## src/rtl/ieeedrv_idcache.sv

```systemverilog
// Directory-sector ID cache: on image mount, reads the drive's directory sector
// and latches the 16-bit disk ID from the streamed bytes, with host override.
module ieeedrv_idcache #(
    parameter int SUBDRV   = 2,
    parameter int DIR_LBA0 = 1102,
    parameter int DIR_LBA1 = 357,
    parameter int OFS_A    = 'h18,
    parameter int OFS_B    = 'hA2,
    parameter int TMO_W    = 16,
    localparam int SW      = (SUBDRV > 1) ? $clog2(SUBDRV) : 1
) (
    input  logic                   clk_sys,
    input  logic                   reset_n,
    input  logic                   drv_type,
    input  logic [SUBDRV-1:0]      img_mounted,
    input  logic [2*SUBDRV-1:0]    img_type,
    output logic [31:0]            sd_lba,
    output logic [SUBDRV-1:0]      sd_rd,
    input  logic [SUBDRV-1:0]      sd_ack,
    input  logic [12:0]            sd_buff_addr,
    input  logic [7:0]             sd_buff_dout,
    input  logic                   sd_buff_wr,
    input  logic                   id_wr,
    input  logic [SW-1:0]          id_sel,
    input  logic [15:0]            id_hdr,
    output logic [16*SUBDRV-1:0]   dsk_id,
    output logic [SUBDRV-1:0]      id_loaded,
    output logic                   busy,
    output logic [SUBDRV-1:0]      tmo_err
);

    localparam logic [1:0] S_IDLE = 2'd0;
    localparam logic [1:0] S_REQ  = 2'd1;
    localparam logic [1:0] S_XFER = 2'd2;
    localparam logic [1:0] S_DONE = 2'd3;

    // Timeout fires on the cycle the counter steps onto all-ones.
    localparam logic [TMO_W-1:0] TMO_LAST = ~TMO_W'(1);

    logic [1:0]        state;
    logic [SW-1:0]     sel;
    logic [SW-1:0]     ptr;
    logic [SW-1:0]     nxt;
    logic              found;
    logic [SUBDRV-1:0] pending;
    logic              stale;
    logic [TMO_W-1:0]  tmo_cnt;
    logic              ack_sel;
    logic              mount_sel;
    logic [12:0]       ofs;

    always_comb begin
        found = 1'b0;
        nxt   = '0;
        for (int k = 0; k < SUBDRV; k++) begin
            if (!found && pending[(int'(ptr) + k) % SUBDRV]) begin
                found = 1'b1;
                nxt   = SW'((int'(ptr) + k) % SUBDRV);
            end
        end
    end

    always_comb begin
        ack_sel   = sd_ack[sel];
        mount_sel = img_mounted[sel];
        ofs       = img_type[2*int'(sel)+1] ? 13'(OFS_B) : 13'(OFS_A);
    end

    always_comb begin
        sd_rd  = '0;
        sd_lba = '0;
        if (state == S_REQ) begin
            sd_rd[sel] = 1'b1;
            sd_lba     = drv_type ? 32'(DIR_LBA1) : 32'(DIR_LBA0);
        end
        busy = (state != S_IDLE);
    end

    always_ff @(posedge clk_sys or negedge reset_n) begin
        if (!reset_n) begin
            state     <= S_IDLE;
            sel       <= '0;
            ptr       <= '0;
            pending   <= '0;
            stale     <= 1'b0;
            tmo_cnt   <= '0;
            dsk_id    <= '0;
            id_loaded <= '0;
            tmo_err   <= '0;
        end else begin
            case (state)
                S_IDLE: begin
                    if (found) begin
                        sel          <= nxt;
                        ptr          <= (int'(nxt) == SUBDRV-1) ? '0 : SW'(int'(nxt) + 1);
                        pending[nxt] <= 1'b0;
                        // A mount landing on the very cycle we pick the drive also invalidates this read.
                        stale        <= img_mounted[nxt];
                        tmo_cnt      <= '0;
                        state        <= S_REQ;
                    end
                end
                S_REQ: begin
                    if (mount_sel) stale <= 1'b1;
                    if (ack_sel) begin
                        state <= S_XFER;
                    end else if (tmo_cnt == TMO_LAST) begin
                        tmo_cnt      <= tmo_cnt + 1'b1;
                        tmo_err[sel] <= 1'b1;
                        state        <= S_IDLE;
                    end else begin
                        tmo_cnt <= tmo_cnt + 1'b1;
                    end
                end
                S_XFER: begin
                    if (mount_sel) stale <= 1'b1;
                    if (ack_sel && sd_buff_wr) begin
                        if (sd_buff_addr == ofs)
                            dsk_id[16*int'(sel) +: 8] <= sd_buff_dout;
                        if (sd_buff_addr == 13'(ofs + 13'd1))
                            dsk_id[16*int'(sel)+8 +: 8] <= sd_buff_dout;
                    end
                    if (!ack_sel) state <= S_DONE;
                end
                default: begin
                    if (!stale) id_loaded[sel] <= 1'b1;
                    state <= S_IDLE;
                end
            endcase

            // Host override beats capture; a mount beats everything for its drive.
            if (id_wr && (int'(id_sel) < SUBDRV)) begin
                dsk_id[16*int'(id_sel) +: 16] <= id_hdr;
                id_loaded[id_sel]             <= 1'b1;
            end

            for (int i = 0; i < SUBDRV; i++) begin
                if (img_mounted[i]) begin
                    pending[i]   <= 1'b1;
                    id_loaded[i] <= 1'b0;
                    tmo_err[i]   <= 1'b0;
                end
            end
        end
    end

endmodule

```

## config.mk

```make
export PLATFORM = sky130hd
export DESIGN_NAME = ieeedrv_idcache
export DESIGN_NICKNAME = d
export VERILOG_FILES = /design/src/rtl/ieeedrv_idcache.sv
export SDC_FILE = /design/constraint.sdc
export NUM_CORES = 1
export LEC_CHECK = 0
export BUFFER_PORTS_ARGS = -buffer_cell sky130_fd_sc_hd__buf_4
export CORE_MARGIN = 8
export CORE_UTILIZATION = 41
export DETAILED_ROUTE_END_ITERATION = 10
export PLACE_DENSITY = 0.77
export SLEW_MARGIN = 20
export SYNTH_ARGS = -nofsm -noshare
export SYNTH_HDL_FRONTEND = slang
export SYNTH_SLANG_ARGS = --single-unit
```

## constraint.sdc

```tcl
create_clock -name clk_sys -period 3.2 [get_ports clk_sys]
set_input_delay 0.16 -clock clk_sys [delete_from_list [all_inputs] [get_ports clk_sys]]
set_output_delay 0.16 -clock clk_sys [all_outputs]
set_load 0.01 [all_outputs]
```

==> metrics.csv, run 1 <==
stage,metric,value,unit
cts,CTS tree,built,
finish,Final nets,512,
synth,most frequent cell after synthesis,dfrtp_1,
finish,Layout Cells excl Fill,565,
critical_path,Required @ worst endpoint,3420,ps
global_routing,global route total overflow,0,
floorplan,DIE WIDTH,108,um
critical_path,Worst Setup Path Type,reg2reg,
power,Max VDD drop,0.228,mV
global_routing,initial antenna violation count,0,
critical_path,"slowest stage delay, CP",470,ps
power,PD cells,593,nW/um2
global_routing,Total GRT Usage,16.5,%
placed_design,IO Port Bufs,95,
synth,Post-synth top cells,"59 x dfrtp_1, 42 x nor2_1, 32 x a221o_1, 32 x nand2_1, 29 x buf_4",
synth,top post-synthesis cells by area,"dfrtp_1 42%, a221o_1 9.2%, buf_4 6.2%",
placed_design,Cells after DPL,548,
synth,cells after synthesis,366,
timing,min Tclk post-route,2400,ps
power,leakage,2.09,nW
floorplan,std cell rows,33,
critical_path,"slowest stage cell, crit path",o2111ai_1,
route,drt first-iter violations,168,
placed_design,Routability Congestion,0.815,
route,vias per inst,5.52,
timing,Final Max Tran Viols,0,
critical_path,critical path startpoint category,flop,
timing,setup ws final,804,ps
synth,asr flop ratio synth,100,%
job,max_cap viols,0,
route,DRC,0,
synth,Post-synth EDFFs,0,
synth,synthesized area per cell,9.52,um2
cts,# Post-CTS Setup Buffers,0,
cts,CTS root buf,clkbuf_8,
cts,clock tree buffer depth,2,
cts,post-CTS sizing,0,
synth,Synth Area in XOR/XNOR,2.76,%
synth,Synth Area in Compound Gates,16.5,%
outcome,outcome,"complete, no violations",
floorplan,Core ar.,8220,um2
global_routing,vias in the first global route,3178,
synth,simple-gate portion of the synthesized area,23.5,%
timing,setup_tns,0,ps
placed_design,DP Worst Slack,807,ps
finish,filler cell count,751,
synth,top-area cell type share of the netlist area,42.4,%
synth,largest family of logic cells by synthesized area,simple AND/OR/NAND/NOR gates,
route,via count,3116,
synth,#FFs+latches synth,59,
global_routing,first-pass GRT wire length,15.6,mm
timing,final setup vio count,0,
timing,relative slew slack,42.7,%
finish,share of cells above drive strength 1,27.8,%
route,DRT antenna net count,0,
timing,worst-margin pin slew,859,ps
synth,Synth Flop Type,dfrtp_1,
critical_path,arrival time worst endpoint,2610,ps
timing,final hold slack,21.3,ps
synth,Post-Syn Area,3480,um2
synth,"Distinct cells, synth",41,
floorplan,initial core utilization,42.4,%
synth,synth warn,0,
timing,skew final,12.0,ps
synth,adder and majority cell fraction of the synthesized area,2.15,%
finish,Inserted Diodes,0,
timing,RSZ-0062 raised after global routing,no,
critical_path,Critical Path Start,sel,
floorplan,IO Pins,122,
global_routing,largest net degree at the start of global routing,60,
worst_hold_path,worst min path class,in2reg,
cts,Sinks on Clock Net,59,
route,WL per Instance,17.5,um
placed_design,dpl hpwl,7.20,mm
floorplan,total die area,11700,um2
critical_path,CP Capture Type,flop,
timing,Final Hold Vio Count,0,
route,drt pass-1 iters,4,
finish,Area Growth Syn to Fin,26.1,%
cts,Clock Latency Late Sink,340,ps
worst_hold_path,Hold Path Origin,img_mounted[0],
floorplan,Die Y,108,um
timing,fmax,417,MHz
critical_path,CP Cell Sequence,mux2_4 -> nor4_1 -> o2111ai_1 -> and3_1 -> a221o_1,
critical_path,worst-path fanout max,8,
cts,H-tree Lvls,3,
finish,Final Util,53.5,%
route,Post-Route WL,9.91,mm
timing,ratio of final minimum period to clock period,74.9,%
synth,mux cell area share after synthesis,2.76,%
critical_path,Reg-to-Reg Start,sel,
cts,TritonCTS buffer count,9,
cts,clk slew on worst S/H paths,70,ps
synth,"Seq/Total Area, Yosys",42.4,%
synth,leading area contributor after synthesis,dfrtp_1,
layout by cell type (no fill, tap or decap), drive strengths merged, types with 3 or more instances in the layout:
cell type    n
buf        104
dfrtp       59
nor2        42
nand2       32
a221o       32
conb        24
and2        18
and3        18
nor4        14
xnor2       11
a21oi       11
clkbuf       9
inv          9
nor3         7
mux2i        7
nand3        7
ha           6
and4         5
nand4        5
nand3b       3
nand2b       3
o221ai       3
o21ai        3
clkinv       3
state kept, by name, indices dropped and copies added, names as in the netlist:
signal and cells:
dsk_id 32, tmo_cnt 16, id_loaded 2, pending 2, state 2, tmo_err 2
ptr 1, sel 1, stale 1
power breakdown:
part           leakage (nW)  switching, mW  internal (mW)
Combinational          1.24          0.550          0.418
Clock                0.0958          0.321          0.363
Sequential            0.749          0.104          0.852
Total                  2.09          0.975           1.63
per-layer routing:
layer / global-route usage, % / part of all wire [%]
met1: 19.9 / 41
met2: 27.5 / 50
met3: 4.64 / 8.2
met4: 5.85 / 1.3
met5: 0 / 0
worst paths after layout:
kind	to	slack (ps)	depth (start not counted)
min in group asynchronous	tmo_err[0]	430	2
worst min-delay path	tmo_err[0]	20	2
worst max-delay path	dsk_id[29]	800	5
max in group asynchronous	tmo_cnt[7]	2260	2
worst max register to register	dsk_id[29]	800	5
worst min register to register	stale	510	1
per-stage QoR:
step | power (mW) | cell area (um2)
after floorplan | 1.58 | 3570
after global placement | 1.90 | 4180
after detailed placement | 1.93 | 4180
after CTS | 2.62 | 4390
after global routing | 2.76 | 4390
final | 2.61 | 4390
critical path, delay by kind of cell (launching register included):
kind / cells / cell delay, ps
AO/OA/AOI/OAI: 2 / 720
multiplexers: 1 / 330
AND/OR/NAND/NOR: 2 / 800
flip-flops: 1 / 420
area by class of cell:
| cell class | count | area [um2] | area share [%] |
|---|---|---|---|
| Multi-Input combinational cell | 272 | 1770 | 40.2 |
| Sequential cell | 59 | 1480 | 33.6 |
| Timing Repair Buffer | 105 | 791 | 18.0 |
| Tap cell | 105 | 131 | 2.99 |
| Clock buffer | 9 | 124 | 2.82 |
| Clock inverter | 7 | 76.3 | 1.74 |
| Inverter | 8 | 30.0 | 0.683 |
cells by family after synthesis:
logic type / count (synthesis)
and+or+nand+nor: 159
AOI/OAI and AO/OA: 63
DFF: 59
buffers and inverters: 58
xor gates and xnor gates: 11
muxes: 9
adders and majority gates: 6
other: 1
timing repair:
item / 4_1_cts / 5_1_grt
endpoints found under the hold margin: 59 / 0
hold buffers: 1 / 0
setup endpoints to repair: 0 / 0
Note: power is estimated with default switching activity, not from simulation.
==> run 2, diff against run 1 <==
==> constraint.sdc (replaced) <==
create_clock -name clk_sys -period 2.4 [get_ports clk_sys]
set_input_delay 0.12 -clock clk_sys [delete_from_list [all_inputs] [get_ports clk_sys]]
set_output_delay 0.12 -clock clk_sys [all_outputs]
set_load 0.01 [all_outputs]
==> run 2 against run 1 <==
Effect of this change: the run now ends with setup timing left; clock-buffer cell count is 1 higher; clock power is 15% higher; core utilization up 0.78 points; largest cell class unchanged; maximum frequency down 1.9%; non-clock buffer count increased by 8; critical path type unchanged; design area grew 1.5%; register-to-register slack worse by 850 ps; critical path depth is the same; routed wire length increased by 2.1%; global-route usage up 0.53 points; clock skew shrank 4.6 ps; sequential power rose by 33%; largest power group unchanged.
==> metrics.csv, run 2 (synthesized netlist as in run 1, its figures left out) <==
stage,metric,value,unit,change
cts,Sinks on Clock Net,59,,unchanged
worst_hold_path,worst min path class,in2reg,,unchanged
timing,fmax,409,MHz,was 417 MHz
critical_path,"slowest stage cell, crit path",nor4_2,,was o2111ai_1
power,Tot Pwr,3.41,mW,was 2.61 mW
power,Sw Ratio,37.5,%,was 37.4%
timing,Final Max Tran Viols,0,,unchanged
timing,relative slew slack,30.4,%,was 42.7%
power,PD cells,765,nW/um2,was 593 nW/um2
power,Comb pwr share,39.9,%,was 37.1%
global_routing,vias in the first global route,3269,,"was 3,178"
placed_design,Cells after DPL,553,,was 548
placed_design,dpl hpwl,7.42,mm,was 7.20 mm
placed_design,IO Port Bufs,95,,unchanged
timing,ratio of final minimum period to clock period,102,%,was 74.9%
critical_path,CP Cell Sequence,mux2_4 -> nor4_1 -> nor2_1 -> nor4_2 -> a221o_1,,was mux2_4 -> nor4_1 -> o2111ai_1 -> and3_1 -> a221o_1
cts,Clock Latency Late Sink,330,ps,was 340 ps
finish,"commonest non-fill, non-tap cell in the layout",buf_4,,unchanged
finish,max reg flops,32,,unchanged
timing,setup ws final,-42.5,ps,was 804 ps
critical_path,critical path startpoint category,flop,,unchanged
finish,Top reg by flops,dsk_id,,unchanged
placed_design,DP Worst Slack,-19.1,ps,was 807 ps
floorplan,IO Pins,122,,unchanged
route,WL per Instance,17.7,um,was 17.5 um
global_routing,Total GRT Usage,17.0,%,was 16.5%
power,leakage,2.12,nW,was 2.09 nW
finish,Inserted Diodes,0,,unchanged
timing,RSZ-0062 raised after global routing,yes,,was no
critical_path,Worst Setup Path Type,reg2reg,,unchanged
finish,share of cells above drive strength 1,28.7,%,was 27.8%
route,DRT antenna net count,0,,unchanged
floorplan,std cell rows,33,,unchanged
critical_path,"slowest stage delay, CP",870,ps,was 470 ps
timing,final hold slack,23.7,ps,was 21.3 ps
job,max_cap viols,0,,unchanged
critical_path,worst-path fanout max,8,,unchanged
route,drt first-iter violations,232,,was 168
global_routing,first-pass GRT wire length,16.0,mm,was 15.6 mm
cts,clock tree buffer depth,2,,unchanged
finish,Layout Cells excl Fill,572,,was 565
cts,CTS tree,built,,unchanged
floorplan,DIE WIDTH,108,um,unchanged
timing,skew final,7.41,ps,was 12.0 ps
cts,TritonCTS buffer count,9,,unchanged
timing,min Tclk post-route,2440,ps,was 2400 ps
floorplan,total die area,11700,um2,unchanged
timing,worst-margin pin slew,1040,ps,was 859 ps
finish,Final nets,520,,was 512
power,Max VDD drop,0.251,mV,was 0.228 mV
critical_path,CP Capture Type,flop,,unchanged
critical_path,crit-path leading delay family,simple AND/OR/NAND/NOR gates,,unchanged
route,DRC,0,,unchanged
placed_design,Routability Congestion,0.822,,was 0.815
finish,most frequent cells in the layout,"108 x buf_4, 59 x dfrtp_1, 42 x nor2_1",,"was 104 x buf_4, 59 x dfrtp_1, 42 x nor2_1"
route,drt pass-1 iters,5,,was 4
power,P_sw,1.28,mW,was 975 uW
critical_path,arrival time worst endpoint,2710,ps,was 2610 ps
cts,clk slew on worst S/H paths,70,ps,about the same
finish,top flop regs,"dsk_id x32, tmo_cnt x16",,unchanged
global_routing,global route total overflow,0,,unchanged
finish,Area Growth Syn to Fin,27.9,%,was 26.1%
critical_path,Required @ worst endpoint,2670,ps,was 3420 ps
floorplan,Core ar.,8220,um2,unchanged
route,Post-Route WL,10.1,mm,was 9.91 mm
floorplan,Die Y,108,um,unchanged
power,internal power,2.13,mW,was 1.63 mW
critical_path,worst path bufs/invs,0,,unchanged
power,Clock Power Share,23.0,%,was 26.2%
route,vias per inst,5.49,,was 5.52
finish,Final Util,54.3,%,was 53.5%
timing,final setup vio count,14,,was 0
global_routing,initial antenna violation count,0,,unchanged
placed_design,Area after DPL,4250,um2,was 4180 um2
outcome,failing checks,setup timing,,
cts,H-tree Lvls,3,,unchanged
global_routing,largest net degree at the start of global routing,60,,unchanged
power,sequential share of power,37.2,%,was 36.7%
floorplan,initial core utilization,42.4,%,unchanged
timing,setup_tns,-186,ps,was 0 ps
timing,Final Hold Vio Count,0,,unchanged
outcome,outcome,"finished, violations left",,"was complete, no violations"
finish,Finished Cell Area,4460,um2,was 4390 um2
route,via count,3139,,"was 3,116"
cts,CTS root buf,clkbuf_8,,unchanged
==> run 2: changes by cell type in the layout (fill, tap and decap cells not counted), sizes merged <==
cell,delta
clkbuf,+1
bufinv,-1
buf,+6
dlygate4sd3,+2
inv,-1
==> run 2: area by class of cell <==
| cell class | count | area, um2 |
|---|---|---|
| fillers | 739 | 3760 |
| clock inverters | 5 | 30.0 |
| multi-input cells | 272 | 1770 |
| inverters | 8 | 30.0 |
| flip-flops and latches | 59 | 1480 |
| well taps | 105 | 131 |
| repair buffers | 113 | 881 |
| clock buffers | 10 | 138 |
==> run 2: timing repair <==
action | CTS | global route
hold buffers | 3 | 0
setup endpoints to repair | 14 | 21
gates resized for setup | 1 | 0
setup buffers | 0 | 1
hold endpoints to repair | 64 | 0
pin swaps | 0 | 0
==> run 2: power by group through the flow <==
| stage | registers [mW] | clock network [mW] | logic, mW |
|---|---|---|---|
| 2_1_floorplan | 1.28 | 0 | 0.827 |
| 3_3_place_gp | 1.28 | 0 | 1.31 |
| 3_5_place_dp | 1.28 | 0 | 1.35 |
| 4_1_cts | 1.27 | 0.803 | 1.36 |
| 5_1_grt | 1.29 | 0.844 | 1.50 |
| 6_report | 1.27 | 0.783 | 1.36 |
==> run 2: per-layer routing <==
layer	vias up	part of all wire, %	GRT usage, %
li1	1476	-	-
met1	1523	41	20.8
met2	126	48	27.8
met3	14	8.9	4.28
met4	0	1.7	7.43
met5	-	0	0
==> run 2: worst paths after layout <==
check                           cells after the start       from         end  slack, ps
worst max register to register                      5        sel  dsk_id[30]        -40
worst max-delay path                                5        sel  dsk_id[30]        -40
min in group asynchronous                           2    reset_n  tmo_cnt[9]        390
worst min register to register                      1        ptr         ptr        510
max in group asynchronous                           2    reset_n  tmo_cnt[5]       1500
worst min-delay path                                2  id_hdr[7]  dsk_id[23]         20
